**src/rtl/ps2_pkg.sv**
```systemverilog
`default_nettype none
// +------------------------------------------------------------------------+
// | Package : ps2_pkg                                                      |
// | Brief   : Shared types and constants for the PS/2 receiver and the     |
// |           key-state tracker.                                           |
// | Rev     : 1.0  initial release                                         |
// +------------------------------------------------------------------------+
package ps2_pkg;

   typedef enum logic [1:0] {
      IDLE  = 2'd0,
      RECV  = 2'd1,
      CHECK = 2'd2
   } ps2_state_e;

   localparam logic [7:0]  PS2_EXT        = 8'hE0;
   localparam logic [7:0]  PS2_BRK        = 8'hF0;
   localparam int unsigned PS2_FRAME_BITS = 11;

   // Frame layout after LSB-first shifting: [0]=start, [8:1]=data,
   // [9]=parity, [10]=stop. Data plus parity must carry odd parity.
   function automatic logic ps2_frame_ok(input logic [PS2_FRAME_BITS-1:0] f);
      return (f[0] == 1'b0) && (^f[9:1] == 1'b1) && (f[10] == 1'b1);
   endfunction

endpackage
`default_nettype wire

```
**src/rtl/ps2_frame_rx.sv**
```systemverilog
`default_nettype none
// +------------------------------------------------------------------------+
// | Module  : ps2_frame_rx                                                 |
// | Brief   : PS/2 frame receiver: pin synchronisers, sample tick, optional|
// |           clock glitch filter (PS2_GLITCH_FILTER_EN), 11-bit shift     |
// |           register, inactivity timeout and frame-check FSM.            |
// | Rev     : 1.0  initial release                                         |
// +------------------------------------------------------------------------+
module ps2_frame_rx
   import ps2_pkg::*;
#(
   parameter int unsigned CLK_DIV       = 250,
   parameter int unsigned TIMEOUT_TICKS = 4000
) (
   input  logic       clk,
   input  logic       rst,
   input  logic       ps2_clk_i,
   input  logic       ps2_data_i,
   output logic       byte_valid_o,
   output logic [7:0] byte_o,
   output logic       frame_err_o
);

   localparam int unsigned TICK_W = $clog2(CLK_DIV);
   localparam logic [TICK_W-1:0] TICK_LAST = TICK_W'(CLK_DIV - 1);
   localparam int unsigned TO_W = $clog2(TIMEOUT_TICKS + 1);
   localparam logic [TO_W-1:0] TO_LIMIT = TO_W'(TIMEOUT_TICKS);
   localparam int unsigned CNT_W = $clog2(PS2_FRAME_BITS + 1);
   localparam logic [CNT_W-1:0] LAST_BIT = CNT_W'(PS2_FRAME_BITS - 1);

   logic                      clk_meta_q, clk_sync_q;
   logic                      dat_meta_q, dat_sync_q;
   logic [TICK_W-1:0]         tick_cnt_q;
   logic                      filt_q;
   logic                      w_filt_d;
   logic                      w_tick;
   logic                      w_fall;

   ps2_state_e                state_q, state_d;
   logic [PS2_FRAME_BITS-1:0] shift_q, shift_d;
   logic [CNT_W-1:0]          bits_q, bits_d;
   logic [TO_W-1:0]           to_q, to_d;

   assign w_tick = (tick_cnt_q == TICK_LAST);

   // Two-flop synchronisers for both pins; idle-high lines reset to 1.
   always_ff @(posedge clk or posedge rst) begin
      if (rst) begin
         clk_meta_q <= 1'b1;
         clk_sync_q <= 1'b1;
         dat_meta_q <= 1'b1;
         dat_sync_q <= 1'b1;
      end else begin
         clk_meta_q <= ps2_clk_i;
         clk_sync_q <= clk_meta_q;
         dat_meta_q <= ps2_data_i;
         dat_sync_q <= dat_meta_q;
      end
   end

   // Free-running sample-tick divider.
   always_ff @(posedge clk or posedge rst) begin
      if (rst) begin
         tick_cnt_q <= '0;
      end else if (w_tick) begin
         tick_cnt_q <= '0;
      end else begin
         tick_cnt_q <= tick_cnt_q + 1'b1;
      end
   end

`ifdef PS2_GLITCH_FILTER_EN
   // Previous two tick samples of the synchronised clock.
   logic [1:0] hist_q;

   // Keep a short history so the level only moves after 3 agreeing ticks.
   always_ff @(posedge clk or posedge rst) begin
      if (rst) begin
         hist_q <= 2'b11;
      end else if (w_tick) begin
         hist_q <= {hist_q[0], clk_sync_q};
      end
   end

   assign w_filt_d = ((clk_sync_q == hist_q[0]) && (clk_sync_q == hist_q[1]))
                   ? clk_sync_q : filt_q;
`else
   assign w_filt_d = clk_sync_q;
`endif

   // Filtered clock level as seen on the previous tick.
   always_ff @(posedge clk or posedge rst) begin
      if (rst) begin
         filt_q <= 1'b1;
      end else if (w_tick) begin
         filt_q <= w_filt_d;
      end
   end

   assign w_fall = w_tick & filt_q & ~w_filt_d;
   assign byte_o = shift_q[8:1];

   // FSM and datapath registers.
   always_ff @(posedge clk or posedge rst) begin
      if (rst) begin
         state_q <= IDLE;
         shift_q <= '0;
         bits_q  <= '0;
         to_q    <= '0;
      end else begin
         state_q <= state_d;
         shift_q <= shift_d;
         bits_q  <= bits_d;
         to_q    <= to_d;
      end
   end

   // Next-state: collect 11 bits on falling edges, check in the cycle after.
   always_comb begin
      state_d      = state_q;
      shift_d      = shift_q;
      bits_d       = bits_q;
      to_d         = to_q;
      byte_valid_o = 1'b0;
      frame_err_o  = 1'b0;
      case (state_q)
         IDLE: begin
            to_d = '0;
            if (w_fall) begin
               shift_d = {dat_sync_q, shift_q[PS2_FRAME_BITS-1:1]};
               bits_d  = CNT_W'(1);
               state_d = RECV;
            end
         end
         RECV: begin
            if (w_fall) begin
               shift_d = {dat_sync_q, shift_q[PS2_FRAME_BITS-1:1]};
               to_d    = '0;
               if (bits_q == LAST_BIT) begin
                  state_d = CHECK;
               end else begin
                  bits_d = bits_q + 1'b1;
               end
            end else if (to_q == TO_LIMIT) begin
               frame_err_o = 1'b1;
               state_d     = IDLE;
            end else if (w_tick) begin
               to_d = to_q + 1'b1;
            end
         end
         CHECK: begin
            state_d = IDLE;
            if (ps2_frame_ok(shift_q)) begin
               byte_valid_o = 1'b1;
            end else begin
               frame_err_o = 1'b1;
            end
         end
         default: begin
            state_d = IDLE;
         end
      endcase
   end

endmodule
`default_nettype wire

```
**src/rtl/ps2_key_tracker.sv**
```systemverilog
`default_nettype none
// +------------------------------------------------------------------------+
// | Module  : ps2_key_tracker                                              |
// | Brief   : PS/2 keyboard receiver with E0/F0 prefix handling and a      |
// |           held/released table for NUM_KEYS programmable keys.          |
// |           Optional ps2_clk glitch filter: PS2_GLITCH_FILTER_EN.        |
// | Rev     : 1.0  initial release                                         |
// +------------------------------------------------------------------------+
module ps2_key_tracker
   import ps2_pkg::*;
#(
   parameter int unsigned CLK_DIV       = 250,
   parameter int unsigned TIMEOUT_TICKS = 4000,
   parameter int unsigned NUM_KEYS      = 4,
   parameter logic [NUM_KEYS*8-1:0] KEY_CODES = {8'h1D, 8'h1B, 8'h1C, 8'h23},
   parameter logic [NUM_KEYS-1:0]   KEY_EXT   = '0
) (
   input  logic                clk,
   input  logic                rst,
   input  logic                ps2_clk,
   input  logic                ps2_data,
   output logic                code_valid,
   output logic [7:0]          code,
   output logic                code_ext,
   output logic                code_brk,
   output logic [NUM_KEYS-1:0] key_held,
   output logic [NUM_KEYS-1:0] key_press,
   output logic                frame_err
);

   logic                w_byte_valid;
   logic [7:0]          w_byte;
   logic                w_frame_err;
   logic                w_code_hit;
   logic [NUM_KEYS-1:0] w_match;
   logic [NUM_KEYS-1:0] w_held_d;
   logic [NUM_KEYS-1:0] w_press_d;

   logic                ext_q, ext_d;
   logic                brk_q, brk_d;
   logic                code_valid_q;
   logic [7:0]          code_q;
   logic                code_ext_q;
   logic                code_brk_q;
   logic [NUM_KEYS-1:0] key_held_q;
   logic [NUM_KEYS-1:0] key_press_q;
   logic                frame_err_q;

   ps2_frame_rx #(
      .CLK_DIV       (CLK_DIV),
      .TIMEOUT_TICKS (TIMEOUT_TICKS)
   ) u_rx (
      .clk          (clk),
      .rst          (rst),
      .ps2_clk_i    (ps2_clk),
      .ps2_data_i   (ps2_data),
      .byte_valid_o (w_byte_valid),
      .byte_o       (w_byte),
      .frame_err_o  (w_frame_err)
   );

   // A good byte that is not a prefix completes a scan code.
   assign w_code_hit = w_byte_valid && (w_byte != PS2_EXT) && (w_byte != PS2_BRK);

   for (genvar i = 0; i < NUM_KEYS; i++) begin : g_key
      assign w_match[i]   = (w_byte == KEY_CODES[8*i +: 8]) && (ext_q == KEY_EXT[i]);
      assign w_held_d[i]  = (w_code_hit && w_match[i]) ? ~brk_q : key_held_q[i];
      assign w_press_d[i] = w_code_hit && w_match[i] && !brk_q && !key_held_q[i];
   end

   // Prefix flags: set by E0/F0, cleared by a completed code or a bad frame.
   always_comb begin
      ext_d = ext_q;
      brk_d = brk_q;
      if (w_frame_err) begin
         ext_d = 1'b0;
         brk_d = 1'b0;
      end else if (w_byte_valid) begin
         if (w_byte == PS2_EXT) begin
            ext_d = 1'b1;
         end else if (w_byte == PS2_BRK) begin
            brk_d = 1'b1;
         end else begin
            ext_d = 1'b0;
            brk_d = 1'b0;
         end
      end
   end

   // Output, code and key-table registers.
   always_ff @(posedge clk or posedge rst) begin
      if (rst) begin
         ext_q        <= 1'b0;
         brk_q        <= 1'b0;
         code_valid_q <= 1'b0;
         code_q       <= '0;
         code_ext_q   <= 1'b0;
         code_brk_q   <= 1'b0;
         key_held_q   <= '0;
         key_press_q  <= '0;
         frame_err_q  <= 1'b0;
      end else begin
         ext_q        <= ext_d;
         brk_q        <= brk_d;
         code_valid_q <= w_code_hit;
         if (w_code_hit) begin
            code_q     <= w_byte;
            code_ext_q <= ext_q;
            code_brk_q <= brk_q;
         end
         key_held_q   <= w_held_d;
         key_press_q  <= w_press_d;
         frame_err_q  <= w_frame_err;
      end
   end

   assign code_valid = code_valid_q;
   assign code       = code_q;
   assign code_ext   = code_ext_q;
   assign code_brk   = code_brk_q;
   assign key_held   = key_held_q;
   assign key_press  = key_press_q;
   assign frame_err  = frame_err_q;

endmodule
`default_nettype wire

```
**config.mk**
```make
export PLATFORM = sky130hd
export DESIGN_NAME = ps2_key_tracker
export DESIGN_NICKNAME = d
export VERILOG_FILES = /design/src/rtl/ps2_pkg.sv /design/src/rtl/ps2_frame_rx.sv /design/src/rtl/ps2_key_tracker.sv
export SDC_FILE = /design/constraint.sdc
export NUM_CORES = 1
export LEC_CHECK = 0
export BUFFER_PORTS_ARGS = -buffer_cell sky130_fd_sc_hd__buf_2
export CORE_MARGIN = 2
export CORE_UTILIZATION = 35
export DETAILED_ROUTE_END_ITERATION = 8
export PLACE_DENSITY = 0.53
export SYNTH_ARGS = -nofsm -noshare
export SYNTH_HDL_FRONTEND = slang
export SYNTH_SLANG_ARGS = --single-unit
```
**constraint.sdc**
```tcl
create_clock -name clk -period 2.35 [get_ports clk]
set_input_delay 0.1175 -clock clk [delete_from_list [all_inputs] [get_ports clk]]
set_output_delay 0.1175 -clock clk [all_outputs]
set_load 0.01 [all_outputs]
```
# Word-level counts from Yosys, hierarchy flattened
# Index checks and enable logic that the tools add are counted.
dict set report word_totals {
  register_bits 64
  input_bits 4
  output_inout_bits 20
  wordCells 117
}
dict set report classes {
  add_sub_neg 3
  n_eq_ne 22
  muxes 28
  n_bitwise 6
  n_reduce_logical 36
}
# operator count
set op_table {}
lappend op_table {{two-way mux 12 bit} 3}
lappend op_table {{equality test 8 x 5 -> 1 bit, second input constant} 3}
lappend op_table {{equality test 8 bit, second input constant} 3}
lappend op_table {{case mux 12 bit (2 select lines)} 1}
lappend op_table {{logical AND 1 bit} 20}
lappend op_table {{!= test 8 bit, second input constant} 2}
lappend op_table {{two-way mux 1 bit} 13}
lappend op_table {{adder 12 x 1 -> 12 bit, second input constant} 1}
lappend op_table {{equality test 12 bit, second input constant} 1}
lappend op_table {{two-way mux 4 bit} 3}
lappend op_table {{parity 9 bit} 1}
lappend op_table {{adder 8 x 1 -> 8 bit, second input constant} 1}
lappend op_table {{equality test 8 x 6 -> 1 bit, second input constant} 1}
lappend op_table {{two-way mux 2 bit} 4}
lappend op_table {{two-way mux 8 bit} 1}
lappend op_table {{case mux 4 bit (2 select lines)} 1}
lappend op_table {{!= test 3 x 1 -> 1 bit, second input constant} 2}
lappend op_table {{!= test 3 bit, second input constant} 2}
lappend op_table {{AND reduction 2 bit} 3}
lappend op_table {{AND reduction 3 bit} 2}
lappend op_table {{zero test 1 bit} 5}
lappend op_table {{adder 4 x 1 -> 4 bit, second input constant} 1}
lappend op_table {{equality test 4 bit, second input constant} 1}
lappend op_table {{!= test 2 x 1 -> 1 bit, second input constant} 2}
lappend op_table {{other kinds (12)} 18}

# Logic depth before layout (Yosys ltp)
dict set report depth {
  word_depth 10
  ltp_mapped 9
  ltp_nobuf 7
}

# By module
# Synthesis repeated with hierarchy kept, for this count alone.
dict set report hier_totals {
  hier_cells 297
  area_unflattened_um2 3194.3
}
# mod n_inst cells_each area_per_inst_um2 seq_area_each_um2
set modules_own_cells {}
lappend modules_own_cells {ps2_frame_rx 1 224 2312.2 1057.3}
lappend modules_own_cells {ps2_key_tracker 1 73 882.1 550.5}

# Worst setup path after synthesis
# OpenSTA, ideal clock, no wires.
dict set report synth_path {
  path_kind {flip-flop to flip-flop}
  startpoint {register u_rx.shift_q[1]}
  endpoint {register key_held_q[2] (netlist: key_held[2])}
  setup_time_ns 0.134
  arrival_time_ns 1.915
  t_required_ns 2.216
  setup_slack_ns 0.301
  path_stages_with_launch 9
  path_buffers 1
  synth_period_minus_slack_ns 2.049
  path_cell_list {dfrtp_1 > inv_1 > ha_1 > xnor3_2 > xnor2_4 > nand4_2 > buf_2 > o21ai_0 > o31ai_1}
}
dict set report synth_between {
  elab_chain_len 8
  elab_cells_between_ends 12
  classes_between {eq/ne: 3; mux: 2; reduce/logical: 7}
}
# element line_no
set synth_lines {}
lappend synth_lines {{start: declaration} ps2_frame_rx.sv:40} ;# logic [PS2_FRAME_BITS-1:0] shift_q, shift_d;
lappend synth_lines {{start signal: assignment} ps2_frame_rx.sv:112} ;# shift_q <= shift_d;
lappend synth_lines {{parity 9 bit} ps2_pkg.sv:23} ;# return (f[0] == 1'b0) && (^f[9:1] == 1'b1) && (f[10] == 1'b1);
lappend synth_lines {{logical AND 1 bit (2 in series)} ps2_pkg.sv:23}
lappend synth_lines {{two-way mux 1 bit} ps2_frame_rx.sv:153} ;# if (ps2_frame_ok(shift_q)) begin
lappend synth_lines {{two-way mux 1 bit} ps2_frame_rx.sv:126} ;# case (state_q)
lappend synth_lines {{logical AND 1 bit (2 in series)} ps2_key_tracker.sv:63} ;# assign w_code_hit = w_byte_valid && (w_byte != PS2_EXT) && (w_byte != PS2_BRK);
lappend synth_lines {{logical AND 1 bit *} ps2_key_tracker.sv:67} ;# assign w_held_d[i] = (w_code_hit && w_match[i]) ? ~brk_q : key_held_q[i];
lappend synth_lines {{end signal: assignment} ps2_key_tracker.sv:111} ;# key_held_q <= w_held_d;
lappend synth_lines {{end: declaration} ps2_key_tracker.sv:45} ;# logic [NUM_KEYS-1:0] key_held_q;
# Every way passes the cells marked *; elsewhere a longest branch is shown, timed or not.
# A chain may end at the register's enable or synchronous reset.

# Worst setup path in the final report
dict set report layout_path {
  startpoint {register u_rx.shift_q[1]}
  endpoint {register key_held_q[0] (netlist: key_held[0])}
}
# Same word-level chain as after synthesis.

==> tab_implementation.tex <==
\begin{tabular}{lr}
\hline
Metric & Value \\
\hline
\multicolumn{2}{l}{\textbf{Power}} \\
Power per Cell Area & around 590 nW/um2 \\
LEAKAGE & 1.64 nW \\
Overall Power & 2.19 mW \\
Max rail drop VDD & 0.225 mV \\
\multicolumn{2}{l}{\textbf{Floorplan}} \\
Die Area & between 9000 and 10000 um2 \\
Initial Util & 0.360 \\
Height of the die & just under 100 um \\
Core area & about 8700 um2 \\
Number of standard-cell rows in the floorplan & 34 \\
Die boundary width & between 90 and 100 um \\
Boundary pin count & 24 \\
\multicolumn{2}{l}{\textbf{Synth}} \\
Number of warning messages in the yosys log & 0 \\
Sequential element share of the synthesized area & 0.513 \\
Gate Count Post-Synth & 291 \\
Cell type with the largest total area after synthesis & sky130\_fd\_sc\_hd\_\_dfrtp\_1 \\
Fraction of synthesized cell area taken by the top area cell type & 0.471 \\
Async SR Flop Fraction & 1.00 \\
Synthesized area per cell & 10.8 um2 \\
Number of different library cells in the post-synthesis netlist & 52 \\
Synthesized flop and latch total & 64 \\
Synthesized cell area & roughly 3100 um2 \\
Cell with the most instances after synthesis & sky130\_fd\_sc\_hd\_\_dfrtp\_1 \\
Most frequent cells after synthesis & sky130\_fd\_sc\_hd\_\_dfrtp\_1, sky130\_fd\_sc\_hd\_\_o21ai\_0, sky130\_fd\_sc\_hd\_\_nand2\_1, sky130\_fd\_sc\_hd\_\_inv\_1, sky130\_fd\_sc\_hd\_\_ha\_1 \\
Primary FF master, synth & sky130\_fd\_sc\_hd\_\_dfrtp\_1 \\
Syn\_nets & between 300 and 400 \\
Post-synth EDFFs & 0 \\
Largest cells by area after synthesis & sky130\_fd\_sc\_hd\_\_dfrtp\_1, sky130\_fd\_sc\_hd\_\_ha\_1, sky130\_fd\_sc\_hd\_\_o21ai\_0 \\
\multicolumn{2}{l}{\textbf{Setup path}} \\
Capture instance of the worst register-to-register path & key\_held[0]\$\_DFFE\_PP0P\_ \\
Crit path from & u\_rx.shift\_q[1]\$\_DFFE\_PP0P\_ \\
Crit path launch type & flop \\
Count of buffer and inverter cells on the critical path & 1 \\
Origin of the critical flop-to-flop path & u\_rx.shift\_q[1]\$\_DFFE\_PP0P\_ \\
Arrival time of data at the critical path endpoint & 2380 ps \\
Startpoint-to-endpoint class of the critical path & flop to flop \\
Reg2reg setup slack & 170 ps \\
Crit path largest cell delay & 420 ps \\
Worst Reg2Reg Path Length in Cells & 7 \\
Crit path cell chain & inv\_1 > ha\_1 > xnor3\_2 > xnor2\_4 > nand4\_4 > o21ai\_0 > o31ai\_1 \\
Maximum fanout encountered on the critical timing path & 12 \\
Slowest stage cell, crit path & sky130\_fd\_sc\_hd\_\_xnor3\_2 \\
Sort of element at the end of the critical path & flop \\
Data required time at the worst endpoint & between 2000 and 3000 ps \\
Critical path's top delay family & XOR/XNOR gates \\
\multicolumn{2}{l}{\textbf{Layout}} \\
P\&R area growth vs syn & 17.6\% \\
Seq. cell area & approximately 1600 um2 \\
Total of fill cells in the finished design & between 800 and 900 \\
Nets & 355 \\
Footprint of the multi-input gates & $\sim$1400 um2 \\
Filler-free cell count of the finished design & $\sim$440 \\
Final cell area excluding filler cells & between 3000 and 4000 um2 \\
Number of diodes & 0 \\
Share of post-route cells with drive strength above 1 & 0.214 \\
Core utilization of the finished layout & 0.423 \\
\multicolumn{2}{l}{\textbf{Routing}} \\
Mean number of vias per cell & approximately 4.9 \\
Initial DRC count & 60 \\
Average detailed-routed wire length per instance & 13.2 um \\
Pre-Repair DR Iteration Count & 4 \\
Final ANT Viol Nets & 0 \\
Number of remaining DRC errors & 0 \\
Via count & around 2.2k \\
Sum of routed wire length over all layers & just under 6 mm \\
\multicolumn{2}{l}{\textbf{Run}} \\
Max Cap Viol & 0 \\
\multicolumn{2}{l}{\textbf{Place}} \\
Cell area after placement & $\sim$3400 um2 \\
Setup WS pre-CTS & approximately 130 ps \\
Placed insts & 425 \\
DP HPWL & a little over 4 mm \\
Final Wtd Congestion & 0.764 \\
Count of input and output buffers & 23 \\
\multicolumn{2}{l}{\textbf{STA}} \\
Unrepaired setup endpoints after global routing & false \\
Max Fclk & 459 MHz \\
Final setup violation count & 0 \\
Transition time at the pin with the least slew margin & approximately 520 ps \\
PnR worst setup slack & 173 ps \\
Max-slew headroom & 0.654 \\
Fin Hold WS & between 300 and 400 ps \\
Min Clock Period, post-route & about 2200 ps \\
Final worst path period share & 0.927 \\
Number of endpoints with negative hold slack in the final report & 0 \\
Number of max-slew violations in the final report & 0 \\
Setup TNS after final layout & 0 ps \\
Skew final & just over 8 ps \\
\multicolumn{2}{l}{\textbf{Global route}} \\
Vias in the first global route & between 2k and 2.5k \\
Number of antenna violations at the first check in global routing & 0 \\
Pin count of the biggest net entering global routing & 43 \\
First-pass GRT wire length & around 10 mm \\
Global-route congestion overflow total & 0 \\
Global-route usage over all layers & 0.130 \\
\multicolumn{2}{l}{\textbf{Clocking}} \\
Max Root-Sink Buffers & 2 \\
CTS tree & built \\
TritonCTS buffer count & 9 \\
Count of buffers added by post-CTS timing repair for setup & 0 \\
CTS sink cnt & between 60 and 70 \\
Clk slew on worst S/H paths & approximately 70 ps \\
Clock Tree Root & sky130\_fd\_sc\_hd\_\_clkbuf\_8 \\
H-tree depth & 3 \\
Skew-Pair Late Insertion Delay & roughly 340 ps \\
\multicolumn{2}{l}{\textbf{Min path}} \\
Hold path start & u\_rx.clk\_meta\_q\$\_DFF\_PP1\_ \\
Hold path cells & 0 \\
Endpoint of the worst hold path & u\_rx.clk\_sync\_q\$\_DFF\_PP1\_ \\
Path category of the worst min-delay check & flop to flop \\
\multicolumn{2}{l}{\textbf{Outcome}} \\
Status & finished, final reports clean \\
\hline
\end{tabular}
[cell families after synthesis]
kind of cell,after synthesis,share of synthesized area
compound gates,54,0.108
simple gates,101,0.174
fa+ha+maj,20,0.0798
mux,7,0.0287
flops,64,0.513
buf+inv,29,0.0415
xor+xnor,16,0.0555
[flip-flops by register name, summed over array words and instances (netlist names), 2 cells and up]
| name | cells |
|---|---|
| u_rx.bits_q | 4 |
| key_held | 4 |
| u_rx.tick_cnt_q | 8 |
| u_rx.shift_q | 11 |
| key_press | 4 |
| u_rx.state_q | 2 |
| code | 8 |
| u_rx.to_q | 12 |
[area by class of cell]
| class | count | share of cell area |
|---|---|---|
| Sequential cell | 64 | 0.436 |
| Multi-Input combinational cell | 198 | 0.382 |
| Timing Repair Buffer | 36 | 0.0631 |
| Clock buffer | 11 | 0.0384 |
| Tap cell | 108 | 0.0367 |
| Inverter | 22 | 0.0224 |
| Clock inverter | 5 | 0.0217 |
[placed cells by master (no fill, tap or decap), types with 4 or more instances in the layout]
cell | netlist | routed
sky130_fd_sc_hd__inv_1 | 21 | 20
sky130_fd_sc_hd__and3_1 | 5 | 5
sky130_fd_sc_hd__nor2_1 | 18 | 18
sky130_fd_sc_hd__a21oi_1 | 7 | 7
sky130_fd_sc_hd__o21ai_0 | 27 | 27
sky130_fd_sc_hd__nand3_1 | 18 | 18
sky130_fd_sc_hd__o31ai_1 | 5 | 5
sky130_fd_sc_hd__dfrtp_1 | 59 | 59
sky130_fd_sc_hd__nand2_1 | 25 | 25
sky130_fd_sc_hd__ha_1 | 20 | 20
sky130_fd_sc_hd__xor2_1 | 8 | 8
sky130_fd_sc_hd__xnor2_1 | 6 | 6
sky130_fd_sc_hd__buf_4 | 1 | 9
sky130_fd_sc_hd__mux2_2 | 6 | 6
sky130_fd_sc_hd__buf_2 | 2 | 23
sky130_fd_sc_hd__nor3_1 | 4 | 4
sky130_fd_sc_hd__nor4_1 | 5 | 5
sky130_fd_sc_hd__clkbuf_8 | 0 | 10
sky130_fd_sc_hd__nand4_1 | 7 | 7
sky130_fd_sc_hd__dfstp_2 | 5 | 5
[worst max path at each step]
stage	to	slack [ps]	depth (start not counted)
floorplan	key_held[2]$_DFFE_PP0P_	300	8
global placement	key_held[0]$_DFFE_PP0P_	190	7
detailed placement	key_held[2]$_DFFE_PP0P_	130	7
CTS	key_held[0]$_DFFE_PP0P_	100	7
global route	key_held[0]$_DFFE_PP0P_	30	7
finish	key_held[0]$_DFFE_PP0P_	170	7
[metal layers]
layer  vias to the layer above  routed length (um)  share of wire  GRT usage
li1                       1096                   -              -          -
met1                      1024                3110           0.53      0.189
met5                         -                   0              0          0
met4                         0                 113          0.019     0.0695
met3                         8                 170          0.029     0.0255
met2                        26                2460           0.42      0.182
[worst reg2reg max path, stage by stage, from the launching register on]
cell and delay [ps]:
sky130_fd_sc_hd__dfrtp_1 390, sky130_fd_sc_hd__inv_1 80, sky130_fd_sc_hd__ha_1 310, sky130_fd_sc_hd__xnor3_2 420
sky130_fd_sc_hd__xnor2_4 300, sky130_fd_sc_hd__nand4_4 220, sky130_fd_sc_hd__o21ai_0 230, sky130_fd_sc_hd__o31ai_1 100
[timing repair]
item / in CTS / in global routing
hold endpoints to repair: 21 / 0
hold buffers: 3 / 0
gates resized for setup: 0 / 1
setup endpoints to repair: 0 / 4
[power breakdown]
| group | switching, mW | leakage [nW] | total [mW] | internal (mW) |
|---|---|---|---|---|
| combinational | 0.0227 | 0.672 | 0.0314 | 0.00877 |
| clock | 0.428 | 0.106 | 1.05 | 0.625 |
| sequential | 0.000991 | 0.863 | 1.11 | 1.11 |
| total | 0.451 | 1.64 | 2.19 | 1.74 |
Note: power is estimated with default switching activity, not from simulation.
